**config.mk**
```make
export PLATFORM = sky130hd
export DESIGN_NAME = macro_op_sequencer
export DESIGN_NICKNAME = d
export VERILOG_FILES = /design/src/rtl/macro_seq_pkg.sv /design/src/rtl/macro_op_sequencer_uop_gen.sv /design/src/rtl/macro_op_sequencer.sv
export SDC_FILE = /design/constraint.sdc
export NUM_CORES = 1
export LEC_CHECK = 0
export ABC_AREA = 1
export CAP_MARGIN = 20
export CORE_AREA = 2 2 62 64
export CTS_BUF_LIST = sky130_fd_sc_hd__clkbuf_16
export CTS_CLUSTER_SIZE = 30
export DETAILED_ROUTE_END_ITERATION = 12
export DIE_AREA = 0 0 64 66
export DONT_BUFFER_PORTS = 1
export PLACE_DENSITY = 0.71
export REMOVE_ABC_BUFFERS = 1
export SLEW_MARGIN = 30
export SYNTH_ARGS = -nofsm -noshare
export SYNTH_HDL_FRONTEND = slang
export SYNTH_SLANG_ARGS = --single-unit
```
**constraint.sdc**
```tcl
create_clock -name clk_i -period 9 [get_ports clk_i]
set_clock_uncertainty 0.1 [all_clocks]
set_input_delay 0.45 -clock clk_i [delete_from_list [all_inputs] [get_ports clk_i]]
set_output_delay 0.45 -clock clk_i [all_outputs]
set_load 0.03 [all_outputs]
```
**src/rtl/macro_seq_pkg.sv**
```systemverilog
// Shared types, opcode constants and Zcmp helper functions for the macro-op sequencer.
// Optional feature macro: ZCMP_MV_EN (adds cm.mva01s / cm.mvsa01 kinds).
package macro_seq_pkg;

`ifdef ZCMP_MV_EN
  typedef enum logic [2:0] {
    KIND_PUSH    = 3'd0,
    KIND_POP     = 3'd1,
    KIND_POPRET  = 3'd2,
    KIND_POPRETZ = 3'd3,
    KIND_MVA01S  = 3'd4,
    KIND_MVSA01  = 3'd5
  } macro_kind_e;
`else
  typedef enum logic [1:0] {
    KIND_PUSH    = 2'd0,
    KIND_POP     = 2'd1,
    KIND_POPRET  = 2'd2,
    KIND_POPRETZ = 2'd3
  } macro_kind_e;
`endif

  typedef enum logic [0:0] {
    ST_IDLE = 1'b0,
    ST_SEQ  = 1'b1
  } state_e;

  localparam logic [6:0] OPC_LOAD   = 7'b0000011;
  localparam logic [6:0] OPC_STORE  = 7'b0100011;
  localparam logic [6:0] OPC_OP_IMM = 7'b0010011;
  localparam logic [6:0] OPC_JALR   = 7'b1100111;
  localparam logic [2:0] F3_ADD     = 3'b000;

  localparam logic [4:0] REG_ZERO = 5'd0;
  localparam logic [4:0] REG_RA   = 5'd1;
  localparam logic [4:0] REG_SP   = 5'd2;
  localparam logic [4:0] REG_A0   = 5'd10;
  localparam logic [4:0] REG_A1   = 5'd11;

  // rlist 4..14 covers ra plus rlist-4 s-regs; 15 also pulls in s10 and s11.
  function automatic logic [3:0] rlist_to_nregs(input logic [3:0] rlist);
    logic [3:0] n;
    if (rlist < 4'd4) begin
      n = 4'd0;
    end else if (rlist == 4'd15) begin
      n = 4'd13;
    end else begin
      n = rlist - 4'd3;
    end
    return n;
  endfunction

  function automatic logic [4:0] rlist_reg(input logic [3:0] idx);
    logic [4:0] r;
    case (idx)
      4'd0:    r = REG_RA;
      4'd1:    r = 5'd8;
      4'd2:    r = 5'd9;
      default: r = {1'b0, idx} + 5'd15;
    endcase
    return r;
  endfunction

  function automatic logic [11:0] stack_adj(input logic [3:0] nregs, input logic [1:0] spimm,
                                            input logic [3:0] slot_bytes);
    logic [11:0] raw;
    raw = {8'd0, nregs} * {8'd0, slot_bytes};
    return ((raw + 12'd15) & 12'hFF0) + {6'd0, spimm, 4'd0};
  endfunction

`ifdef ZCMP_MV_EN
  function automatic logic [4:0] sreg_to_reg(input logic [2:0] sreg);
    return (sreg < 3'd2) ? {2'b01, sreg} : {2'b10, sreg};
  endfunction
`endif

  function automatic logic [31:0] enc_i(input logic [11:0] imm, input logic [4:0] rs1,
                                        input logic [2:0] f3, input logic [4:0] rd,
                                        input logic [6:0] opc);
    return {imm, rs1, f3, rd, opc};
  endfunction

  function automatic logic [31:0] enc_s(input logic [11:0] imm, input logic [4:0] rs2,
                                        input logic [4:0] rs1, input logic [2:0] f3,
                                        input logic [6:0] opc);
    return {imm[11:5], rs2, rs1, f3, imm[4:0], opc};
  endfunction

endpackage

```
**src/rtl/macro_op_sequencer_uop_gen.sv**
```systemverilog
// Combinational micro-op generator: (kind, rlist, spimm, idx) -> {instr, last}.
// Optional feature macro: ZCMP_MV_EN (two-move sequences).
module macro_uop_gen
  import macro_seq_pkg::*;
#(
  parameter int XLEN  = 32,
  parameter int IDX_W = 4
) (
  input  macro_kind_e      kind_i,
  input  logic [3:0]       rlist_i,
  input  logic [1:0]       spimm_i,
  input  logic [IDX_W-1:0] idx_i,
  output logic [31:0]      instr_o,
  output logic             last_o
);

  localparam logic [3:0] SLOT_B = 4'(XLEN / 8);
  localparam logic [2:0] F3_MEM = (XLEN == 64) ? 3'b011 : 3'b010;

  logic [3:0]  n_s;
  logic [11:0] adj_s;
  logic [11:0] off_s;
  logic [4:0]  idx_s;
  logic [4:0]  reg_s;
  logic [4:0]  total_s;
  logic        is_push_s;
`ifdef ZCMP_MV_EN
  logic [4:0]  r1s_s;
  logic [4:0]  r2s_s;
`endif

  // Build the micro-op at position idx; pops place li a0 before the final ret.
  always_comb begin
    n_s       = rlist_to_nregs(rlist_i);
    adj_s     = stack_adj(n_s, spimm_i, SLOT_B);
    idx_s     = 5'(idx_i);
    off_s     = ({7'd0, idx_s} + 12'd1) * {8'd0, SLOT_B};
    reg_s     = rlist_reg(idx_s[3:0]);
    is_push_s = (kind_i == KIND_PUSH);
    total_s   = {1'b0, n_s} + 5'd1
              + ((kind_i == KIND_POPRETZ) ? 5'd1 : 5'd0)
              + (((kind_i == KIND_POPRET) || (kind_i == KIND_POPRETZ)) ? 5'd1 : 5'd0);
    last_o    = (idx_s == (total_s - 5'd1));
    instr_o   = enc_i(12'd0, REG_ZERO, F3_ADD, REG_ZERO, OPC_OP_IMM);
`ifdef ZCMP_MV_EN
    r1s_s = sreg_to_reg(rlist_i[2:0]);
    r2s_s = sreg_to_reg({rlist_i[3], spimm_i});
    if ((kind_i == KIND_MVA01S) || (kind_i == KIND_MVSA01)) begin
      last_o = (idx_s == 5'd1);
      if (kind_i == KIND_MVA01S) begin
        instr_o = enc_i(12'd0, (idx_s == 5'd0) ? r1s_s : r2s_s, F3_ADD,
                        (idx_s == 5'd0) ? REG_A0 : REG_A1, OPC_OP_IMM);
      end else begin
        instr_o = enc_i(12'd0, (idx_s == 5'd0) ? REG_A0 : REG_A1, F3_ADD,
                        (idx_s == 5'd0) ? r1s_s : r2s_s, OPC_OP_IMM);
      end
    end else
`endif
    if (idx_s < {1'b0, n_s}) begin
      if (is_push_s) begin
        instr_o = enc_s(12'd0 - off_s, reg_s, REG_SP, F3_MEM, OPC_STORE);
      end else begin
        instr_o = enc_i(adj_s - off_s, REG_SP, F3_MEM, reg_s, OPC_LOAD);
      end
    end else if (idx_s == {1'b0, n_s}) begin
      if (is_push_s) begin
        instr_o = enc_i(12'd0 - adj_s, REG_SP, F3_ADD, REG_SP, OPC_OP_IMM);
      end else begin
        instr_o = enc_i(adj_s, REG_SP, F3_ADD, REG_SP, OPC_OP_IMM);
      end
    end else if ((kind_i == KIND_POPRETZ) && (idx_s == ({1'b0, n_s} + 5'd1))) begin
      instr_o = enc_i(12'd0, REG_ZERO, F3_ADD, REG_A0, OPC_OP_IMM);
    end else begin
      instr_o = enc_i(12'd0, REG_RA, F3_ADD, REG_ZERO, OPC_JALR);
    end
  end

endmodule

```
**src/rtl/macro_op_sequencer.sv**
```systemverilog
// Zcmp push/pop macro-op sequencer: FSM, micro-op index and issue/fetch handshake.
// Optional feature macro: ZCMP_MV_EN (mv kinds bypass the rlist legality check).
module macro_op_sequencer
  import macro_seq_pkg::*;
#(
  parameter int XLEN     = 32,
  parameter int MAX_UOPS = 16
) (
  input  logic        clk_i,
  input  logic        rst_ni,
  input  logic        flush_i,
  input  logic        in_valid_i,
  output logic        in_ready_o,
  input  logic [31:0] in_instr_i,
  input  logic        in_is_macro_i,
  input  macro_kind_e in_kind_i,
  input  logic [3:0]  in_rlist_i,
  input  logic [1:0]  in_spimm_i,
  output logic        out_valid_o,
  output logic [31:0] out_instr_o,
  output logic        out_last_o,
  output logic        out_illegal_o,
  input  logic        out_ack_i
);

  localparam int IDX_W = $clog2(MAX_UOPS);

  state_e           state_r;
  logic [IDX_W-1:0] idx_r;
  logic [31:0]      uop_instr_s;
  logic             uop_last_s;
  logic             needs_rlist_s;
  logic             illegal_s;

  macro_uop_gen #(
    .XLEN  (XLEN),
    .IDX_W (IDX_W)
  ) u_uop_gen (
    .kind_i  (in_kind_i),
    .rlist_i (in_rlist_i),
    .spimm_i (in_spimm_i),
    .idx_i   (idx_r),
    .instr_o (uop_instr_s),
    .last_o  (uop_last_s)
  );

`ifdef ZCMP_MV_EN
  assign needs_rlist_s = (in_kind_i != KIND_MVA01S) && (in_kind_i != KIND_MVSA01);
`else
  assign needs_rlist_s = 1'b1;
`endif
  assign illegal_s = in_is_macro_i && needs_rlist_s && (in_rlist_i < 4'd4);

  // Output/handshake decode; passthrough is zero-latency, so these follow the inputs directly.
  always_comb begin
    out_valid_o   = 1'b0;
    in_ready_o    = 1'b0;
    out_instr_o   = in_instr_i;
    out_last_o    = 1'b0;
    out_illegal_o = 1'b0;
    if (!rst_ni || flush_i) begin
      out_valid_o = 1'b0;
    end else if (state_r == ST_SEQ) begin
      out_valid_o = 1'b1;
      out_instr_o = uop_instr_s;
      out_last_o  = uop_last_s;
      in_ready_o  = out_ack_i && uop_last_s;
    end else if (!in_is_macro_i) begin
      out_valid_o = in_valid_i;
      out_last_o  = in_valid_i;
      in_ready_o  = out_ack_i;
    end else if (illegal_s) begin
      out_valid_o   = in_valid_i;
      out_last_o    = in_valid_i;
      out_illegal_o = in_valid_i;
      in_ready_o    = in_valid_i && out_ack_i;
    end else begin
      out_valid_o = in_valid_i;
      out_instr_o = uop_instr_s;
      out_last_o  = in_valid_i && uop_last_s;
      in_ready_o  = in_valid_i && out_ack_i && uop_last_s;
    end
  end

  // Sequencer state and micro-op index; flush and reset both return to IDLE with idx 0.
  always_ff @(posedge clk_i) begin
    if (!rst_ni || flush_i) begin
      state_r <= ST_IDLE;
      idx_r   <= '0;
    end else begin
      case (state_r)
        ST_IDLE: begin
          if (in_valid_i && out_ack_i && in_is_macro_i && !illegal_s && !uop_last_s) begin
            state_r <= ST_SEQ;
            idx_r   <= {{(IDX_W-1){1'b0}}, 1'b1};
          end else begin
            state_r <= ST_IDLE;
            idx_r   <= '0;
          end
        end
        ST_SEQ: begin
          if (out_ack_i && uop_last_s) begin
            state_r <= ST_IDLE;
            idx_r   <= '0;
          end else if (out_ack_i) begin
            state_r <= ST_SEQ;
            idx_r   <= idx_r + {{(IDX_W-1){1'b0}}, 1'b1};
          end else begin
            state_r <= ST_SEQ;
            idx_r   <= idx_r;
          end
        end
        default: begin
          state_r <= ST_IDLE;
          idx_r   <= '0;
        end
      endcase
    end
  end

endmodule

```
# Yosys cells after proc, flatten, opt, wreduce, memory -nomap -nowiden
# Index checks and enable logic that the tools add are counted.
# classes
addsub	13
n_eq_ne	9
n_mux	35
bitwise_logic	1
reduce_logical	16
order_cmp	2
# op_table
op	count
$mux W32	8
$sub A1 B12 Y12 const A	2
$mux W1	19
$mux W16	1
$mux W4	4
$pmux W5 S3	1
$add A12 B6 Y12	1
$sub A12 B12 Y12	1
$add A4 B1 Y5 const B	2
$add A5 B5 Y5	2
$eq A4 B5 Y1	2
$logic_and A1 B1 Y1	9
$pmux W4 S2	1
$add A6 B4 Y7 const B	1
$add A4 B4 Y5 const B	1
$sub A5 B1 Y5 const B	1
$add A4 B1 Y4 const B	1
$eq A2 B2 Y1 const B	2
$eq A4 B1 Y1 const B	1
$eq A4 B2 Y1 const B	1
$eq A4 B4 Y1	1
$eq A4 B4 Y1 const B	1
$logic_not A4 Y1	1
$lt A4 B3 Y1 const B	1
other kinds (8)	11
# totals
inputBits	46
output_inout_bits	36
ff_bits	5
wordCells	78

# Longest topological paths before layout
# logic_depth
depth_word	13
mapped_depth	19
ltp_nobuf	19

# Cells and area by module
# Synthesis repeated with hierarchy kept, for this count alone.
# hier_totals
cells_unflattened	416
hier_area_um2	2347.3
# by_module_without_submodules
mod	area_each_um2	cells_each	instances
macro_uop_gen	1522.7	257	1
macro_op_sequencer	824.5	159	1

# Worst setup path before layout
# OpenSTA, ideal clock, no wires.
# synth_path
kind	in2out
from	input in_rlist_i[0]
to	output out_instr_o[27]
required_ns	8.450
n_path_buf	0
path_stages	17
setup_slack_ns	5.065
t_arrival_ns	3.385
cell_sequence	ha_1 -> nand3_1 -> o21ai_4 -> inv_1 -> ha_1 -> xor2_1 -> ha_1 -> fa_1 -> xor2_2 -> inv_2 -> ha_1 -> inv_1 -> o21ba_2 -> nand2_1 -> nor2_1 -> nor2_2 -> a21oi_1
# synth_via
elab_chain_len	13
word_cells_on_any_way	20
# synth_lines
item	line	rtl
from (decl)	macro_op_sequencer.sv:17	input logic [3:0] in_rlist_i,
$sub A4 B2 Y4 / $eq A4 B4 Y1 (equally long branches)	macro_seq_pkg.sv:48, macro_seq_pkg.sv:45	
$mux W4	macro_seq_pkg.sv:45	end else if (rlist == 4'd15) begin
$mux W4	macro_seq_pkg.sv:43	if (rlist < 4'd4) begin
$add A6 B4 Y7	macro_seq_pkg.sv:68	return ((raw + 12'd15) & 12'hFF0) + {6'd0, spimm, 4'd0};
$add A12 B6 Y12	macro_seq_pkg.sv:68	
$sub A1 B12 Y12	macro_op_sequencer_uop_gen.sv:67	instr_o = enc_i(12'd0 - adj_s, REG_SP, F3_ADD, REG_SP, OPC_OP_IMM);
$mux W32	macro_op_sequencer_uop_gen.sv:66	if (is_push_s) begin
$mux W32	macro_op_sequencer_uop_gen.sv:65	end else if (idx_s == {1'b0, n_s}) begin
$mux W32	macro_op_sequencer_uop_gen.sv:59	if (idx_s < {1'b0, n_s}) begin
$mux W32	macro_op_sequencer.sv:72	end else if (illegal_s) begin
$mux W32	macro_op_sequencer.sv:68	end else if (!in_is_macro_i) begin
$mux W32 *	macro_op_sequencer.sv:63	end else if (state_r == ST_SEQ) begin
$mux W32 *	macro_op_sequencer.sv:61	if (!rst_ni || flush_i) begin
to (decl)	macro_op_sequencer.sv:20	output logic [31:0] out_instr_o,
# Mark *: on every way between the ends. The rest lies on a longest branch, timed or not.

# Worst setup path after layout
# Ends and elaborated chain as after synthesis.

==> metrics <==
status=complete, no violations; Port-buffer cells=0; CTS Buf Count=3; Worst Hold Path Cells=2; Total GRT Usage=between 20% and 30%; clk_lat worst skew=approximately 0.23 ns; Crit Path Max Fanout=9; htree depth=1; R2R Path Start=idx_r[0]; Yosys reg bits=5; met2 GRT Util=between 40% and 50%; Critical Path Start Type=input port; clock share of power=28.4%; Final Hold Viols=0; placed cells=approximately 390; Sequential Power Share=9.2%; grt total ovfl=0; pwr dens=around 120 nW/um2; first-pass GRT wire length=approximately 7.8 mm; Chip Height=between 60 and 70 um; worst path arrival time=3.56 ns; CTS tree=built; worst min path class=input port to register; min-delay src=out_ack_i; row cnt=22; worst slew pin tran=0.947 ns; FF-to-FF setup slack=7.14 ns; Initial DRC Count=a little under 90; Switching Power=~120 uW; final WL=roughly 4.8 mm; EDFF count, synth=0; CP max-delay cell=a21oi_1; Setup TNS=0 ns; Avg Inst Size Synth=about 5.9 um2; Slew Limit Fails=0; Setup Buffers After CTS=0; relative slew slack=a little over a third; critical path cell sequence=ha_1, nand3_1, o21ai_4, inv_1, ha_1, xor2_1, ha_1, fa_1, xor2_2, inv_2, ha_1, inv_1, o21ba_2, nand2_1, nor2_1, nor2_2, a21oi_1; Die ar.=about 4200 um2; worst vdd ir=0.0602 mV; # nets final=approximately 420; Setup CP Type=input port to primary output; crit share post-route=around 46%; Critical Path RT=8.45 ns; minimum clock period=between 4 and 5 ns; CP max stage delay=0.53 ns; P_int=roughly 130 uW; met3 usage=between 2 and 2.5%; initial antenna violation count=0; clk slew on worst S/H paths=~0.03 ns; fin area=between 2000 and 2500 um2; global routing's busiest layer=met2; io pins=82; Hold Path End=idx_r[2]; Post-CTS Hold Buffers=0; DR vias=~2100; DRC errors left=0; met1 Resource Use GR=28.7%; Vias/cell=about 5.4; combinational share of power=62.4%; share of layout cells above drive strength 1=around a tenth; routed len/inst=approximately 12 um; Synth-to-Final Area Change=5.89%; Syn. warnings=0; Crit. End Element=primary output; hpwl dp=~4.1 mm; leakage=between 1 and 1.5 nW; hold slack final=a little under 0.3 ns; total core area=about 3600 um2; Most used DFF post-synth=dfxtp_1; Final Instance Count excl. Fillers=390; worst r2r path cells=6; largest net degree at the start of global routing=33; register area share after synthesis=a little under 5%; Sink Count=5; RR Endpoint=idx_r[3]; Synth Instances=approximately 340; RSZ-0062 raised after global routing=false; CTS Buffer Depth=2; Mapped Area=2020 um2; vias in the first global route=between 1500 and 2000; chip width=roughly 64 um; post-CTS resize count=0; Starting Density=roughly 57%; pre-CTS WS=about 5 ns; MaxCap Viol Count=0; Final GP Congestion=0.877; antenna fix cells=0; Setup Viol. Count Final=0; post-synthesis async set-or-reset flop share=0%; crit-path most repeated cell=ha_1; Cell variety after synth=40; setup slack after layout=4.89 ns; Sw Share=roughly 47%; Peak Freq=0.243 GHz; DP Area=a little over 2000 um2; Clock Tree Root=clkbuf_16; First-pass DRT Iterations=4; DRT antenna net count=0
==> synth_stat cells (3+ instances only) <==
cell | n | area share, %
o21ai_0 | 19 | 4.7
or2_2 | 5 | 1.6
nand2_1 | 62 | 12
nand4_1 | 3 | 0.93
buf_2 | 4 | 0.99
a31oi_1 | 3 | 0.93
xnor2_1 | 5 | 2.2
o211ai_1 | 3 | 1.1
o22ai_1 | 4 | 1.2
inv_2 | 3 | 0.56
inv_1 | 60 | 11
nand3_1 | 23 | 5.7
nor2_1 | 49 | 9.1
nand2_2 | 4 | 1.2
a21oi_1 | 21 | 5.2
nand2_4 | 3 | 1.7
nor2_2 | 3 | 0.93
clkbuf_1 | 4 | 0.74
ha_1 | 25 | 16
dfxtp_1 | 5 | 5.0
xor2_1 | 8 | 3.5
==> kinds of logic (layout without fill, tap and decap cells) <==
logic type	Yosys count	after routing	share of synthesized area, %
compound gates	65	65	19.9
fa+ha+maj	27	27	17.5
flops	5	5	4.96
xor+xnor	15	15	7.26
buf+inv	71	69	13.5
simple gates	161	161	37.0
==> stage by stage <==
| step | power, mW | utilization [%] |
|---|---|---|
| 2_1_floorplan | 0.159 | - |
| 3_3_place_gp | 0.179 | 57.9 |
| 3_5_place_dp | 0.181 | 57.9 |
| 4_1_cts | 0.254 | 60.1 |
| 5_1_grt | 0.275 | 60.1 |
| 6_report | 0.252 | 60.1 |
==> power groups by stage <==
stage | sequential (mW) | combinational [mW] | clock [mW]
after floorplan | 0.0234 | 0.135 | 0
after global placement | 0.0236 | 0.155 | 0
after detailed placement | 0.0236 | 0.158 | 0
after CTS | 0.0233 | 0.158 | 0.0724
after global routing | 0.0234 | 0.177 | 0.0742
final | 0.0233 | 0.158 | 0.0716
==> worst max-delay path: cells and delay by family <==
kind	cells	cell delay, ns
buf+inv	3	0.22
xor+xnor	2	0.42
simple gates	4	0.35
fa+ha+maj	5	1.28
compound gates	3	0.83
==> area by class of cell <==
cell class,instances,area (um2)
flip-flops and latches,5,100
fillers,389,1420
clock inverters,1,3.75
inverters,63,236
clock buffers,3,75.1
multi-input cells,268,1650
repair buffers,2,15.0
well taps,48,60.1
==> worst max path at each step <==
stage | start | end | slack (ns)
after floorplan | in_rlist_i[0] | out_instr_o[27] | 5.07
after global placement | in_rlist_i[0] | out_instr_o[29] | 4.95
after detailed placement | in_rlist_i[0] | out_instr_o[29] | 4.89
after CTS | in_rlist_i[0] | out_instr_o[29] | 4.88
after global routing | in_rlist_i[0] | out_instr_o[27] | 4.66
final | in_rlist_i[0] | out_instr_o[27] | 4.89
==> layer usage <==
layer	routed length (um)	part of all wire [%]
met4	30	0.62
met2	2300	48
met3	347	7.2
met1	2160	45
met5	0	0
==> state kept, by name, indices dropped and copies added (netlist names) <==
name,flops
state_r,1
idx_r,4
==> cell usage in the layout (no fill, tap or decap), drive strengths merged <==
cell | netlist | routed
a21boi | 1 | 1
a21o | 1 | 1
a21oi | 21 | 21
a221oi | 1 | 1
a31oi | 3 | 3
a32o | 1 | 1
buf | 4 | 2
clkbuf | 4 | 3
dfxtp | 5 | 5
fa | 2 | 2
ha | 25 | 25
inv | 63 | 64
nand2 | 69 | 69
nand3 | 26 | 26
nand4 | 3 | 3
nor2 | 53 | 53
nor3 | 3 | 3
nor4 | 2 | 2
o211ai | 3 | 3
o21a | 2 | 2
o21ai | 23 | 23
o21ba | 1 | 1
o21bai | 1 | 1
o221ai | 2 | 2
o22ai | 4 | 4
o31ai | 1 | 1
or2 | 5 | 5
xnor2 | 5 | 5
xor2 | 10 | 10
No activity file was read; power rests on OpenSTA's default activity.
